===== src/rtl/instr_fetch_unit_pkg.sv =====
// Shared definitions for the instruction fetch sequencer.
// Contents:
//   state_t                          FSM encoding (IDLE / READ / UPDATE)
//   DEFAULT_WIDTH                    default PC / address / instruction width
//   DEFAULT_PC_INC                   default PC step per fetch (16-bit words, byte addresses)
//   DEFAULT_TIMEOUT                  default READ cycles allowed without MemReady
package fetch_pkg;

    typedef enum logic [1:0] {
        S_IDLE   = 2'd0,
        S_READ   = 2'd1,
        S_UPDATE = 2'd2
    } state_t;

    localparam int DEFAULT_WIDTH   = 16;
    localparam int DEFAULT_PC_INC  = 2;
    localparam int DEFAULT_TIMEOUT = 15;

endpackage


===== src/rtl/instr_fetch_unit_if.sv =====
// Instruction memory read bus between the fetch unit and instruction memory.
// Signals:
//   MemAddr   fetch -> mem   read address
//   MemRead   fetch -> mem   read request, held for every wait cycle
//   MemReady  mem -> fetch   MemData is valid this cycle
//   MemData   mem -> fetch   instruction word
// Modports: master (fetch unit side), slave (memory side).
interface instr_fetch_unit_if
    import fetch_pkg::*;
#(
    parameter int WIDTH = DEFAULT_WIDTH
) ();

    logic [WIDTH-1:0] MemAddr;
    logic             MemRead;
    logic             MemReady;
    logic [WIDTH-1:0] MemData;

    modport master (
        output MemAddr,
        output MemRead,
        input  MemReady,
        input  MemData
    );

    modport slave (
        input  MemAddr,
        input  MemRead,
        output MemReady,
        output MemData
    );

endinterface


===== src/rtl/instr_fetch_unit_wait_counter.sv =====
// Wait-cycle counter used to bound how long a memory read may stall.
// Ports:
//   CLK        clock
//   Reset      synchronous active-low reset
//   i_clear    force the count back to zero
//   i_enable   count this cycle
//   o_expired  high during the enabled cycle that would be the TERMINAL-th one
module fetch_wait_counter
    import fetch_pkg::*;
#(
    parameter int TERMINAL = DEFAULT_TIMEOUT
) (
    input  logic CLK,
    input  logic Reset,
    input  logic i_clear,
    input  logic i_enable,
    output logic o_expired
);

    localparam int CW = $clog2(TERMINAL + 1);

    logic [CW-1:0] r_count;

    always_ff @(posedge CLK) begin
        if (!Reset || i_clear) begin
            r_count <= '0;
        end else if (i_enable && (r_count != CW'(TERMINAL))) begin
            r_count <= r_count + 1'b1;
        end
    end

    // Fires combinationally in the last allowed cycle so the owner can leave
    // its wait state on the same edge the count reaches TERMINAL.
    assign o_expired = i_enable && (r_count == CW'(TERMINAL - 1));

endmodule


===== src/rtl/instr_fetch_unit.sv =====
// Instruction fetch sequencer: reads the word at the current PC, loads the
// instruction register, then asks the PC register to take PC + PC_INC.
// Ports:
//   CLK, Reset            clock, synchronous active-low reset
//   FetchStart            begin a fetch (only honoured in IDLE)
//   Abort                 cancel an in-flight read
//   PCValue               current PC from the PC register
//   mem                   instruction memory bus (master side)
//   IRout                 instruction register
//   PCNext / PCWriteReq   data / write-enable for the PC register
//   FetchDone             one-cycle pulse on successful fetch
//   FetchError            one-cycle pulse after a read timeout
//   Busy                  high whenever not IDLE
module instr_fetch_unit
    import fetch_pkg::*;
#(
    parameter int WIDTH   = DEFAULT_WIDTH,
    parameter int PC_INC  = DEFAULT_PC_INC,
    parameter int TIMEOUT = DEFAULT_TIMEOUT
) (
    input  logic             CLK,
    input  logic             Reset,
    input  logic             FetchStart,
    input  logic             Abort,
    input  logic [WIDTH-1:0] PCValue,
    instr_fetch_unit_if.master mem,
    output logic [WIDTH-1:0] IRout,
    output logic [WIDTH-1:0] PCNext,
    output logic             PCWriteReq,
    output logic             FetchDone,
    output logic             FetchError,
    output logic             Busy
);

    state_t           r_state;
    state_t           w_state_next;
    logic [WIDTH-1:0] r_addr;
    logic [WIDTH-1:0] r_ir;
    logic             r_fetch_error;
    logic             w_wait_en;
    logic             w_wait_clr;
    logic             w_expired;
    logic             w_mem_read;
    logic             w_pc_write;
    logic             w_done;
    logic [WIDTH-1:0] w_pc_next;

    // Only genuine stall cycles count; Abort and MemReady take priority.
    assign w_wait_en  = (r_state == S_READ) && !Abort && !mem.MemReady;
    assign w_wait_clr = (r_state != S_READ);

    fetch_wait_counter #(
        .TERMINAL (TIMEOUT)
    ) u_wait_counter (
        .CLK       (CLK),
        .Reset     (Reset),
        .i_clear   (w_wait_clr),
        .i_enable  (w_wait_en),
        .o_expired (w_expired)
    );

    // State register
    always_ff @(posedge CLK) begin
        if (!Reset) begin
            r_state <= S_IDLE;
        end else begin
            r_state <= w_state_next;
        end
    end

    // Next-state logic
    always_comb begin
        w_state_next = r_state;
        case (r_state)
            S_IDLE: begin
                if (FetchStart) begin
                    w_state_next = S_READ;
                end
            end
            S_READ: begin
                if (Abort) begin
                    w_state_next = S_IDLE;
                end else if (mem.MemReady) begin
                    w_state_next = S_UPDATE;
                end else if (w_expired) begin
                    w_state_next = S_IDLE;
                end
            end
            S_UPDATE: w_state_next = S_IDLE;
            default:  w_state_next = S_IDLE;
        endcase
    end

    // Output decode
    always_comb begin
        w_mem_read = 1'b0;
        w_pc_write = 1'b0;
        w_done     = 1'b0;
        w_pc_next  = '0;
        case (r_state)
            S_READ: w_mem_read = 1'b1;
            S_UPDATE: begin
                w_pc_write = 1'b1;
                w_done     = 1'b1;
                // Wraps silently modulo 2^WIDTH.
                w_pc_next  = r_addr + WIDTH'(PC_INC);
            end
            default: ;
        endcase
    end

    // Address / instruction / error registers
    always_ff @(posedge CLK) begin
        if (!Reset) begin
            r_addr        <= '0;
            r_ir          <= '0;
            r_fetch_error <= 1'b0;
        end else begin
            // w_expired already excludes Abort and MemReady, so this pulses
            // only for a true timeout, in the cycle after the last READ.
            r_fetch_error <= w_expired;
            if ((r_state == S_IDLE) && FetchStart) begin
                r_addr <= PCValue;
            end
            if ((r_state == S_READ) && !Abort && mem.MemReady) begin
                r_ir <= mem.MemData;
            end
        end
    end

    assign mem.MemAddr = r_addr;
    assign mem.MemRead = w_mem_read;
    assign IRout       = r_ir;
    assign PCNext      = w_pc_next;
    assign PCWriteReq  = w_pc_write;
    assign FetchDone   = w_done;
    assign FetchError  = r_fetch_error;
    assign Busy        = (r_state != S_IDLE);

endmodule


===== src/flat_wrapper.sv =====
// flat-port wrapper written by rule: the top's interface ports become plain ports
module instr_fetch_unit_flat import fetch_pkg::*;
#(
    parameter int WIDTH   = DEFAULT_WIDTH,
    parameter int PC_INC  = DEFAULT_PC_INC,
    parameter int TIMEOUT = DEFAULT_TIMEOUT
)
  (CLK, Reset, FetchStart, Abort, PCValue, IRout, PCNext, PCWriteReq, FetchDone, FetchError, Busy, mem_MemAddr, mem_MemRead, mem_MemReady, mem_MemData);
  instr_fetch_unit_if #(.WIDTH(WIDTH)) mem_i ();
  input  logic CLK;
  input  logic Reset;
  input  logic FetchStart;
  input  logic Abort;
  input  logic [WIDTH-1:0] PCValue;
  output logic [WIDTH-1:0] IRout;
  output logic [WIDTH-1:0] PCNext;
  output logic PCWriteReq;
  output logic FetchDone;
  output logic FetchError;
  output logic Busy;
  output wire logic [$bits(mem_i.MemAddr)-1:0] mem_MemAddr;
  output wire logic [$bits(mem_i.MemRead)-1:0] mem_MemRead;
  input wire logic [$bits(mem_i.MemReady)-1:0] mem_MemReady;
  input wire logic [$bits(mem_i.MemData)-1:0] mem_MemData;
  assign mem_MemAddr = mem_i.MemAddr;
  assign mem_MemRead = mem_i.MemRead;
  assign mem_i.MemReady = mem_MemReady;
  assign mem_i.MemData = mem_MemData;
  instr_fetch_unit #(.WIDTH(WIDTH), .PC_INC(PC_INC), .TIMEOUT(TIMEOUT)) u_core (.CLK(CLK), .Reset(Reset), .FetchStart(FetchStart), .Abort(Abort), .PCValue(PCValue), .mem(mem_i), .IRout(IRout), .PCNext(PCNext), .PCWriteReq(PCWriteReq), .FetchDone(FetchDone), .FetchError(FetchError), .Busy(Busy));
endmodule

===== config.mk =====
export PLATFORM = sky130hd
export DESIGN_NAME = instr_fetch_unit_flat
export DESIGN_NICKNAME = d
export VERILOG_FILES = /design/src/rtl/instr_fetch_unit_pkg.sv /design/src/rtl/instr_fetch_unit_if.sv /design/src/rtl/instr_fetch_unit_wait_counter.sv /design/src/rtl/instr_fetch_unit.sv /design/src/flat_wrapper.sv
export SDC_FILE = /design/constraint.sdc
export NUM_CORES = 1
export LEC_CHECK = 0
export BUFFER_PORTS_ARGS = -buffer_cell sky130_fd_sc_hd__buf_2
export CORE_UTILIZATION = 35
export DETAILED_ROUTE_END_ITERATION = 7
export PLACE_DENSITY_LB_ADDON = 0.15
export SLEW_MARGIN = 20
export SYNTH_ARGS = -nofsm -noshare
export SYNTH_HDL_FRONTEND = slang
export SYNTH_SLANG_ARGS = --single-unit

===== constraint.sdc =====
create_clock -name CLK -period 1.85 [get_ports CLK]
set_input_delay 0.185 -clock CLK [delete_from_list [all_inputs] [get_ports CLK]]
set_output_delay 0.185 -clock CLK [all_outputs]
set_load 0.05 [all_outputs]

# Word-level counts from Yosys, hierarchy flattened
# Index checks and enable logic that the tools add are counted.
dict set report classes {
  reduce_logical 13
  n_addsub 2
  eq_ne 7
  n_mux 8
}
# operator count
set ops {}
lappend ops {{$add 16x2->16 const B} 1}
lappend ops {{$mux 16} 1}
lappend ops {{$mux 2} 4}
lappend ops {{$logic_and 1x1->1} 6}
lappend ops {{$add 4x1->4 const B} 1}
lappend ops {{$eq 4x4->1 const B} 1}
lappend ops {{$ne 4x3->1 const B} 1}
lappend ops {{$ne 4x4->1 const B} 1}
lappend ops {{$pmux 2 s2} 1}
lappend ops {{$logic_not 1->1} 3}
lappend ops {{$eq 2x1->1 const B} 1}
lappend ops {{$eq 2x2->1 const B} 1}
lappend ops {{$logic_not 2->1} 1}
lappend ops {{$mux 1} 2}
lappend ops {{$ne 2x1->1 const B} 1}
lappend ops {{$ne 2x2->1 const B} 1}
lappend ops {{$reduce_and 2->1} 1}
lappend ops {{$reduce_bool 2->1} 1}
lappend ops {{$logic_or 1x1->1} 1}
dict set report word_totals {
  register_bits 39
  in_bits 37
  out_inout_bits 53
  wordCells 35
}

# Logic depth before layout (Yosys ltp)
# Gate-level depths: netlist (run 1).
dict set report logic_depth {
  depth_word 8
  mapped_depth 6
  mapped_depth_nobuf 5
}

# Hierarchy
# From an unflattened synthesis (run 1), not the netlist that was laid out.
dict set report hier_totals {
  cells_unflattened 240
  area_unflattened_um2 1935.6
}
# mod cells_per_inst area_each_um2 instances seq_area_each_um2
set modules_own_cells {}
lappend modules_own_cells {instr_fetch_unit 217 1721.7 1 700.7}
lappend modules_own_cells {fetch_wait_counter 23 214.0 1 80.1}

# Worst setup path after synthesis (run 1)
# OpenSTA, ideal clock, no wires.
dict set report synth_timing {
  kind {flip-flop to output port}
  from {register u_core.r_addr[1] (netlist: u_core.mem.MemAddr[1])}
  to {output port PCNext[11]}
  stages_incl_launch_ff 5
  arrival_time_ns 2.418
  path_slack_ns -0.753
  n_path_buf 0
  required_time_ns 1.665
  path_cell_list {dfxtp_1 > ha_1 > nand3_1 > or4_1 > a21oi_1}
}
dict set report synth_between {
  elab_chain_len 2
}
# item line
set synth_lines {}
lappend synth_lines {{from (decl)} instr_fetch_unit.sv:37} ;# logic [WIDTH-1:0] r_addr;
lappend synth_lines {{from (signal assigned)} instr_fetch_unit.sv:123} ;# r_addr <= PCValue;
lappend synth_lines {{$add 16x2->16} instr_fetch_unit.sv:106} ;# w_pc_next = r_addr + WIDTH'(PC_INC);
lappend synth_lines {{$mux 16} instr_fetch_unit.sv:100} ;# case (r_state)
lappend synth_lines {{to (decl)} flat_wrapper.sv:16} ;# output logic [WIDTH-1:0] PCNext;
# Every way passes these cells.

# Worst setup path in the final report (run 1)
dict set report layout_timing {
  from {register u_core.r_addr[6] (netlist: u_core.mem.MemAddr[6])}
  to {output port PCNext[10]}
}
# Same word-level chain as after synthesis.

==> results.toml, run 1 <==
[outcome]
run_status = "finished, violations left"
failing_checks = "setup timing"

[placement]
dp_hpwl_mm = 3.481
dpl-instance-area_mm2 = 0.002648
port-buffer-count = 89
setup_ws_pre_cts_ns = 0.06688
place.gp.congestion = 0.7243

[timing]
crit_share_post_route = 1.030
finalWorstPathRequiredPeriod_ns = 1.906
final_max_slew_viol_count = 0
relSlewSlack = 0.6552
final-hold-violation-count = 0
grt_setup_unrepaired = "true"
setup_ws_ns = -0.05578
worst_max_slew_pin_slew_ns = 0.5159
finalSetupViolations = 7
finClkSkew_ns = 0.003645
fmaxAchievable_mhz = 524.7

[finish]
nets = 386
final_area_mm2 = 0.003008
syn_to_final_growth_pct = 57.64
antenna_cells = 0
drive_gt1_frac = 0.4813

[worst_setup_path]
cp-start-kind = "register"
worst_setup_path_startpoint = "u_core.mem.MemAddr[6]"
setup.worst_path.end_class = "output port"
crit_path_end = "PCNext[10]"
timing.rr.end = "u_core.u_wait_counter.r_count[3]"
depth_of_the_most_critical_reg_to_reg_path = 3
required_arrival_time_at_the_worst_endpoint_ns = 1.66
critical_path.max_fanout = 5
critical_path_class = "register to output port"
rr_startpoint = "u_core.r_state[0]"
cp.arrival_ns = 1.72
setup.reg_to_reg.worst_slack_ns = 0.32

[global_routing]
vias_in_the_first_global_route = 1832
grt_pass1_wl_mm = 8.273
overflow = 0
grt_util_all_layers = 0.1918
antenna_found_initial = 0
grt_start_max_net_pins = 20

[logic_synthesis]
yosys.area.top_type = "sky130_fd_sc_hd__dfxtp_1"
synth_top_cell_area_share = 0.4092
synth_sequential_area_ratio = 0.4092
synth_nets = 278
synth_cells = 238
mean_cell_area_of_the_mapped_netlist_um2 = 8.017
async_flop_share = 0
synthesis.yosys.warnings = 0
synth_top_flop_cell = "sky130_fd_sc_hd__dfxtp_1"
synth_area_mm2 = 0.001908
synth_enable_flop_cells = 0
synthesis_stage_register_bit_count = 39
netlist_top_cells_area = "sky130_fd_sc_hd__dfxtp_1 (41%), sky130_fd_sc_hd__nand2_1 (14%), sky130_fd_sc_hd__a21boi_0 (12%), sky130_fd_sc_hd__a21oi_1 (2.6%), sky130_fd_sc_hd__nand3_1 (2.1%)"
synth_cell_type_count = 36

[floorplanning]
die-height_um = 75.84
chipWidth_um = 75.84
initial_core_util = 0.3689
boundaryPins = 90
total_die_area_mm2 = 0.005751
num_rows = 26
core-area_mm2 = 0.005172

[clock_network]
cts-buffers-inserted = 5
cts_root_buffer = "sky130_fd_sc_hd__clkbuf_8"
cts.hold.buffers_added = 0
cts_tree = "built"
cts_buffer_depth = 2
clkLatencyLatePin_ns = 0.28
clk_pin_slew_worst_setup_hold_paths_ns = 0.07
clock_sink_count = 39
ctsHtreeMaxLevel = 2

[flow_run]
maxCapViolations = 0

[power]
max-vdd-ir-drop_v = 0.0003769
pwr_per_cell_area_mw_per_mm2 = 620.9
total_leakage_power_uw = 0.001278

[route]
routed_wire_length_per_instance_um = 12.46
drc = 0
final_antenna_net_count = 0
drt_first_pass_iters = 4
via_per_instance_ratio = 4.775
drt_wl_total_mm = 5.197
detailroute.via_count = 1991
drt_iter0_drc = 51

[worst_hold_path]
hp-class = "input port to register"
==> power by group <==
part	internal (uW)	total, uW	switching (uW)
clock network	340	624	284
registers	866	897	31.6
logic	119	346	227
total	1320	1870	543
==> cell families after synthesis <==
| group | after synthesis | share of synthesized area |
|---|---|---|
| AOI/OAI and AO/OA | 54 | 0.1948 |
| xor gates and xnor gates | 3 | 0.01377 |
| adders and majority gates | 3 | 0.01967 |
| buffers and inverters | 19 | 0.04197 |
| DFF | 39 | 0.4092 |
| muxes | 3 | 0.01574 |
| and+or+nand+nor | 117 | 0.3049 |
==> cells in the mapped netlist, drive strengths merged, types with 4 or more instances <==
master	number
dfxtp	39
nand2	71
nand2b	4
inv	5
o31ai	5
a21oi	10
clkbuf	9
and2	5
nand3	8
buf	5
or4	4
o21ai	4
a21boi	32
==> placed cells by master (no fill, tap or decap), types with 2 or more instances in the layout <==
cell,Yosys,layout
sky130_fd_sc_hd__xnor2_1,2,2
sky130_fd_sc_hd__buf_2,4,79
sky130_fd_sc_hd__buf_6,0,11
sky130_fd_sc_hd__and2_1,5,5
sky130_fd_sc_hd__nand3_4,0,2
sky130_fd_sc_hd__a21oi_1,10,4
sky130_fd_sc_hd__clkbuf_8,0,7
sky130_fd_sc_hd__nor4_4,0,3
sky130_fd_sc_hd__o21ai_0,4,4
sky130_fd_sc_hd__nand3_2,0,2
sky130_fd_sc_hd__a21boi_0,31,31
sky130_fd_sc_hd__dfxtp_2,0,4
sky130_fd_sc_hd__o31ai_1,5,4
sky130_fd_sc_hd__a21oi_4,0,5
sky130_fd_sc_hd__or3_1,3,2
sky130_fd_sc_hd__ha_1,3,2
sky130_fd_sc_hd__o21a_1,2,2
sky130_fd_sc_hd__nand2b_1,4,4
sky130_fd_sc_hd__nor3_1,2,2
sky130_fd_sc_hd__nand4_1,2,2
sky130_fd_sc_hd__or4_4,0,4
sky130_fd_sc_hd__buf_4,1,22
sky130_fd_sc_hd__dfxtp_4,0,11
sky130_fd_sc_hd__nand2_1,71,71
sky130_fd_sc_hd__nor2_1,3,3
sky130_fd_sc_hd__nand3_1,8,5
sky130_fd_sc_hd__inv_1,5,4
sky130_fd_sc_hd__dfxtp_1,39,24
sky130_fd_sc_hd__mux2i_4,0,3
sky130_fd_sc_hd__and3_1,3,3
==> critical path, stage by stage, from the launching register on <==
cell	delay (ns)
sky130_fd_sc_hd__dfxtp_4	0.37
sky130_fd_sc_hd__nand3_4	0.08
sky130_fd_sc_hd__buf_6	0.14
sky130_fd_sc_hd__or4_4	0.52
sky130_fd_sc_hd__a21oi_4	0.15
sky130_fd_sc_hd__buf_6	0.17
==> what timing repair did <==
action	in CTS	in global routing
buffers inserted	16	0
gates cloned	2	0
resized for setup	27	9
setup endpoints to repair	13	13
pin swaps	5	0
hold endpoints to repair	0	0
==> layer usage <==
| metal | routed length, um | vias up | track usage |
|---|---|---|---|
| li1 | - | 1030 | - |
| met1 | 2266 | 898 | 0.2138 |
| met2 | 2567 | 59 | 0.3510 |
| met3 | 319 | 4 | 0.06085 |
| met4 | 43 | 0 | 0.04938 |
| met5 | 0 | - | 0 |
==> state kept, by name, summed over array words and instances (netlist names) <==
register and cells:
u_core.FetchError 1, u_core.IRout 16, u_core.mem.MemAddr 16, u_core.r_state 2, u_core.u_wait_counter.r_count 4
==> how the worst min path moves through the flow <==
stage	from	endpoint	slack, ns	cells past startpoint
floorplan	PCValue[1]	u_core.mem.MemAddr[1]	0.32	2
global placement	PCValue[11]	u_core.mem.MemAddr[11]	0.43	3
detailed placement	PCValue[11]	u_core.mem.MemAddr[11]	0.44	3
CTS	PCValue[4]	u_core.mem.MemAddr[4]	0.13	3
global route	mem_MemData[6]	u_core.IRout[6]	0.13	3
finish	PCValue[4]	u_core.mem.MemAddr[4]	0.13	3
==> per-stage QoR <==
step / hold WS [ns] / cells / power [uW] / TNS [ns] / util
4_1_cts: 0.1250 / 417 / 1895 / -0.3032 / 0.5760
6_report: 0.1329 / 417 / 1868 / -0.2076 / 0.5815
2_1_floorplan: 0.3189 / 238 / 1133 / -0.01852 / -
3_5_place_dp: 0.4376 / 391 / 1234 / 0 / 0.5119
3_3_place_gp: 0.4296 / 391 / 1231 / 0 / 0.5119
5_1_grt: 0.1261 / 417 / 1972 / -0.7298 / 0.5815
==> layout make-up <==
type | count | area [um^2]
fill | 489 | 2165
multi-input combinational | 181 | 1267
sequential | 39 | 827.0
timing repair buffer | 114 | 706.9
clock buffer | 8 | 100.1
tap | 70 | 87.58
inverter | 5 | 18.77
(Power assumes the default switching activity.)
==> run 2, diff against run 1 <==
RECOVER_POWER = 25   (was default)
==> run 2 against run 1 <==
The run still ends with setup timing left. Core utilization shrank 0.48 points. Sequential cell count unchanged. Cell count unchanged. Critical path depth unchanged. Sequential power about the same. Cell area fell by 0.83%. Clock-buffer cell count did not move. Power fell by 0.20%. Worst setup slack worse by 0.0065 ns. Non-clock buffer count did not move. Hold slack unchanged. Critical endpoint unchanged. Largest cell class unchanged. Largest power group unchanged.
==> results.toml, run 2 (synthesis gave the netlist of run 1 again) <==
[placement]
place.gp.congestion = 0.7243
dp_hpwl_mm = 3.481
post-place-cells = 391
port-buffer-count = 89

[finish]
drive_gt1_frac = 0.4236
most_common_library_cell_in_the_layout_ignoring_fill_and_taps = "sky130_fd_sc_hd__nand2_1"
most-common-layout-cells = "sky130_fd_sc_hd__nand2_1 (71), sky130_fd_sc_hd__buf_2 (59), sky130_fd_sc_hd__a21boi_0 (31)"
instances_no_fill = 417
nets = 386
antenna_cells = 0
syn_to_final_growth_pct = 56.33

[route]
drt_wl_total_mm = 5.201
drc = 0
via_per_instance_ratio = 4.767
drt_first_pass_iters = 4
routed_wire_length_per_instance_um = 12.47
detailroute.via_count = 1988
drt_iter0_drc = 51
final_antenna_net_count = 0

[power]
seqPwrFrac = 0.482
total_leakage_power_uw = 0.001193
pwr_per_cell_area_mw_per_mm2 = 624.9
p_switching_uw = 542.2
switching_power_as_a_share_of_total_power = 0.2909
clock_power_share = 0.334
combPwrFrac = 0.184
power_internal_uw = 1322
max-vdd-ir-drop_v = 0.0003756

[floorplanning]
chipWidth_um = 75.84
total_die_area_mm2 = 0.005751
core-area_mm2 = 0.005172
boundaryPins = 90
num_rows = 26
die-height_um = 75.84
initial_core_util = 0.3689

[clock_network]
clk_pin_slew_worst_setup_hold_paths_ns = 0.07
cts_root_buffer = "sky130_fd_sc_hd__clkbuf_8"
clock_sink_count = 39
cts-buffers-inserted = 5
ctsHtreeMaxLevel = 2
cts_buffer_depth = 2
clkLatencyLatePin_ns = 0.28
cts_tree = "built"
cts.hold.buffers_added = 0

[flow_run]
maxCapViolations = 0

[timing]
finClkSkew_ns = 0.003839
worst_max_slew_pin_slew_ns = 0.6115
final_max_slew_viol_count = 0
finalWorstPathRequiredPeriod_ns = 1.912
crit_share_post_route = 1.034
finalSetupViolations = 7
setup_ws_ns = -0.06229
final-hold-violation-count = 0
relSlewSlack = 0.5941
fmaxAchievable_mhz = 522.9
timing.setup.tns_ns = -0.2167
grt_setup_unrepaired = "true"

[global_routing]
highest_utilization_routing_layer_at_the_global_route_stage = "met2"
vias_in_the_first_global_route = 1832
grt_start_max_net_pins = 20
overflow = 0
met2_usage_in_global_routing = 0.3510
globalRouteMet3Util = 0.06085
grt_pass1_wl_mm = 8.273
grt_util_all_layers = 0.1918
antenna_found_initial = 0
grt.met1_usage = 0.2138

[outcome]
failing_checks = "setup timing"
run_status = "finished, violations left"

[worst_setup_path]
cp-start-kind = "register"
critical_path_class = "register to output port"
cp.arrival_ns = 1.73
critical_path.max_fanout = 5
required_arrival_time_at_the_worst_endpoint_ns = 1.66
setup.worst_path.end_class = "output port"

[worst_hold_path]
hp-class = "input port to register"
## run 2: cell types whose count changed in the layout (fill, tap and decap cells not counted)
cell / delta
sky130_fd_sc_hd__buf_2: -20
sky130_fd_sc_hd__clkbuf_1: +20
## run 2: timing repair
item / 4_1_cts / 5_1_grt
endpoints found under the hold margin: 0 / 0
pin swaps: 5 / 0
buffers inserted: 16 / 0
resized for setup: 27 / 9
gates cloned: 2 / 0
setup endpoints to repair: 13 / 13
## run 2: layout make-up
class,count,area (um^2)
Clock buffer,8,100.1
Fill cell,499,2190
Inverter,5,18.77
Multi-Input combinational cell,181,1267
Sequential cell,39,827.0
Tap cell,70,87.58
Timing Repair Buffer,114,681.9
## run 2: path summary, 6_finish.rpt
check / depth (start not counted) / slack (ns) / start / endpoint
setup / recovery: 5 / -0.06 / u_core.mem.MemAddr[7] / PCNext[10]
hold / removal: 3 / 0.13 / PCValue[4] / u_core.mem.MemAddr[4]
setup reg to reg: 3 / 0.32 / u_core.r_state[0] / u_core.u_wait_counter.r_count[3]
hold reg to reg: 2 / 0.46 / u_core.IRout[6] / u_core.IRout[6]
## run 2: metal layers
layer / part of all wire / routed length (um) / up-vias
met5: 0 / 0 / -
met4: 0.0083 / 43 / 0
met3: 0.063 / 328 / 4
met2: 0.49 / 2563 / 61
met1: 0.44 / 2265 / 892
li1: - / - / 1031
## run 2: critical path, cell delays in order (launching register included)
cell and delay [ns]:
sky130_fd_sc_hd__dfxtp_4 0.37, sky130_fd_sc_hd__nand3_4 0.09, sky130_fd_sc_hd__buf_6 0.14, sky130_fd_sc_hd__or4_4 0.52, sky130_fd_sc_hd__a21oi_4 0.15, sky130_fd_sc_hd__buf_6 0.17
## run 2: power groups by stage
stage / sequential, uW / clock [uW] / combinational (uW)
3_3_place_gp: 921 / 0 / 310
2_1_floorplan: 1020 / 0 / 117
5_1_grt: 903 / 692 / 375
4_1_cts: 895 / 651 / 348
6_report: 898 / 623 / 343
3_5_place_dp: 923 / 0 / 311
## run 2: metrics by stage
step	total power, uW	hold WS, ns	cell area [um^2]	utilization	setup WS, ns
floorplan	1133	0.3189	2130	-	-0.01551
global placement	1231	0.4296	2648	0.5119	0.07633
detailed placement	1234	0.4376	2648	0.5119	0.06688
CTS	1895	0.1250	2979	0.5760	-0.07339
global route	1969	0.1261	2983	0.5767	-0.1201
finish	1864	0.1329	2983	0.5767	-0.06229
==> run 3, diff against run 2 <==
SETUP_SLACK_MARGIN = 0.2   (was default)
==> run 3 against run 2 <==
The flow still finishes with violations (setup timing). First-iteration DRC count grew 43%. Cell area grew 2.7%. Clock skew grew 0.0027 ns. Sequential share of layout area shrank 0.53 points. Critical path depth grew 1.
==> results.toml, run 3 (synthesis gave the netlist of run 1 again) <==
[outcome]
run_status = "finished, violations left"
failing_checks = "setup timing"

[worst_setup_path]
critical_path.max_fanout = 4
setup.worst_path.end_class = "output port"
path_delay_family = "buffers and inverters"
critical_path_class = "register to output port"
required_arrival_time_at_the_worst_endpoint_ns = 1.66
cp-start-kind = "register"
critPathMostFrequentCell = "sky130_fd_sc_hd__buf_6"
cp.buffers_inverters = 3
cpMaxStageDelayCell = "sky130_fd_sc_hd__dfxtp_4"
critical_path.max_stage_delay_ns = 0.38
crit_chain = "nand4_1, buf_4, buf_6, nor4_4, mux2i_4, buf_6"
cp.arrival_ns = 1.75

[global_routing]
grt.met1_usage = 0.2120
met2_usage_in_global_routing = 0.3206
antenna_found_initial = 0
grt_pass1_wl_mm = 7.886
grt_start_max_net_pins = 20
globalRouteMet3Util = 0.04894
highest_utilization_routing_layer_at_the_global_route_stage = "met2"
vias_in_the_first_global_route = 1772
grt_util_all_layers = 0.1815
overflow = 0

[route]
final_antenna_net_count = 0
via_per_instance_ratio = 4.956
drc = 0
drt_wl_total_mm = 5.440
routed_wire_length_per_instance_um = 13.17
drt_first_pass_iters = 4
drt_iter0_drc = 73
detailroute.via_count = 2047

[finish]
fillCellCount = 490
syn_to_final_growth_pct = 60.59
instances_no_fill = 413
final_area_mm2 = 0.003064
nets = 382
most_common_library_cell_in_the_layout_ignoring_fill_and_taps = "sky130_fd_sc_hd__nand2_1"
antenna_cells = 0
most-common-layout-cells = "sky130_fd_sc_hd__nand2_1 (71), sky130_fd_sc_hd__buf_2 (54), sky130_fd_sc_hd__a21boi_0 (31)"
drive_gt1_frac = 0.4431

[placement]
dp_hpwl_mm = 3.535
port-buffer-count = 89
place.gp.congestion = 0.7581
post-place-cells = 391
dpl-instance-area_mm2 = 0.002673

[timing]
crit_share_post_route = 1.047
finClkSkew_ns = 0.006516
setup_ws_ns = -0.08774
fmaxAchievable_mhz = 516.1
relSlewSlack = 0.5874
grt_setup_unrepaired = "true"
finalSetupViolations = 8
worst_max_slew_pin_slew_ns = 0.6216
finalWorstPathRequiredPeriod_ns = 1.938
final-hold-violation-count = 0
final_max_slew_viol_count = 0

[power]
pwr_per_cell_area_mw_per_mm2 = 657.7
max-vdd-ir-drop_v = 0.0004632
total_leakage_power_uw = 0.001183
total_power_uw = 2015

[floorplanning]
chipWidth_um = 75.84
initial_core_util = 0.3689
die-height_um = 75.84
boundaryPins = 90
core-area_mm2 = 0.005172
total_die_area_mm2 = 0.005751
num_rows = 26

[clock_network]
clock_sink_count = 39
cts.hold.buffers_added = 0
ctsHtreeMaxLevel = 2
cts_root_buffer = "sky130_fd_sc_hd__clkbuf_8"
clkLatencyLatePin_ns = 0.28
cts_tree = "built"
cts-buffers-inserted = 5
cts_buffer_depth = 2
clk_pin_slew_worst_setup_hold_paths_ns = 0.08

[flow_run]
maxCapViolations = 0

[worst_hold_path]
hp-class = "input port to register"
==> run 3: cell count changes in the layout (fill, tap and decap cells not counted), moves of 3 or more <==
cell and delta:
sky130_fd_sc_hd__buf_2 -5, sky130_fd_sc_hd__and2_1 -3, sky130_fd_sc_hd__and2_2 +3, sky130_fd_sc_hd__buf_4 -3, sky130_fd_sc_hd__buf_8 +3
==> run 3: final timing paths <==
check | depth (start not counted) | startpoint | end | slack (ns)
worst min-delay path | 3 | PCValue[4] | u_core.mem.MemAddr[4] | 0.14
worst max register to register | 3 | u_core.r_state[1] | u_core.u_wait_counter.r_count[3] | 0.35
worst max-delay path | 6 | u_core.mem.MemAddr[2] | PCNext[14] | -0.09
worst min register to register | 2 | u_core.IRout[2] | u_core.IRout[2] | 0.46
==> run 3: through the flow <==
| step | TNS, ns | util | hold WS [ns] | worst slack, ns |
|---|---|---|---|---|
| final | -0.4901 | 0.5924 | 0.1350 | -0.08774 |
| after global routing | -1.101 | 0.5924 | 0.1362 | -0.1687 |
| after CTS | -0.7670 | 0.5747 | 0.1194 | -0.1271 |
| after detailed placement | 0 | 0.5167 | 0.4330 | 0.007721 |
| after global placement | 0 | 0.5167 | 0.4275 | 0.01958 |
| after floorplan | -0.01330 | - | 0.3189 | -0.01330 |
==> run 3: what timing repair did <==
item                                    CTS  global route
resized for setup                        35            15
endpoints found under the setup margin   18            16
cloned                                    3             0
setup buffers                             4             7
pin swaps                                 5             7
==> run 3: worst register-to-register path: stages (launching register included) <==
cell                      delay, ns
sky130_fd_sc_hd__dfxtp_4       0.39
sky130_fd_sc_hd__or4b_4        0.56
sky130_fd_sc_hd__or3_1         0.35
sky130_fd_sc_hd__a21oi_1       0.14
==> run 3: layout make-up <==
cell class,count,area [um^2],share of cell area
Multi-Input combinational cell,182,1324,0.4320
Sequential cell,39,833.3,0.2719
Timing Repair Buffer,108,664.4,0.2168
Clock buffer,7,97.59,0.03185
Tap cell,70,87.58,0.02858
Clock inverter,1,30.03,0.009800
Inverter,5,22.52,0.007350
Timing Repair inverter,1,5.005,0.001633
==> run 3: per-layer routing <==
layer | up-vias | share of wire | wire [um]
li1 | 1027 | - | -
met1 | 947 | 0.42 | 2304
met2 | 68 | 0.50 | 2742
met3 | 5 | 0.064 | 347
met4 | 0 | 0.0083 | 45
met5 | - | 0 | 0
==> run 3: where the power goes <==
part	internal (uW)	leakage, uW	total, uW	switching (uW)
clock network	485	0.0000636	771	287
registers	864	0.000328	902	37.7
logic	114	0.000792	342	228
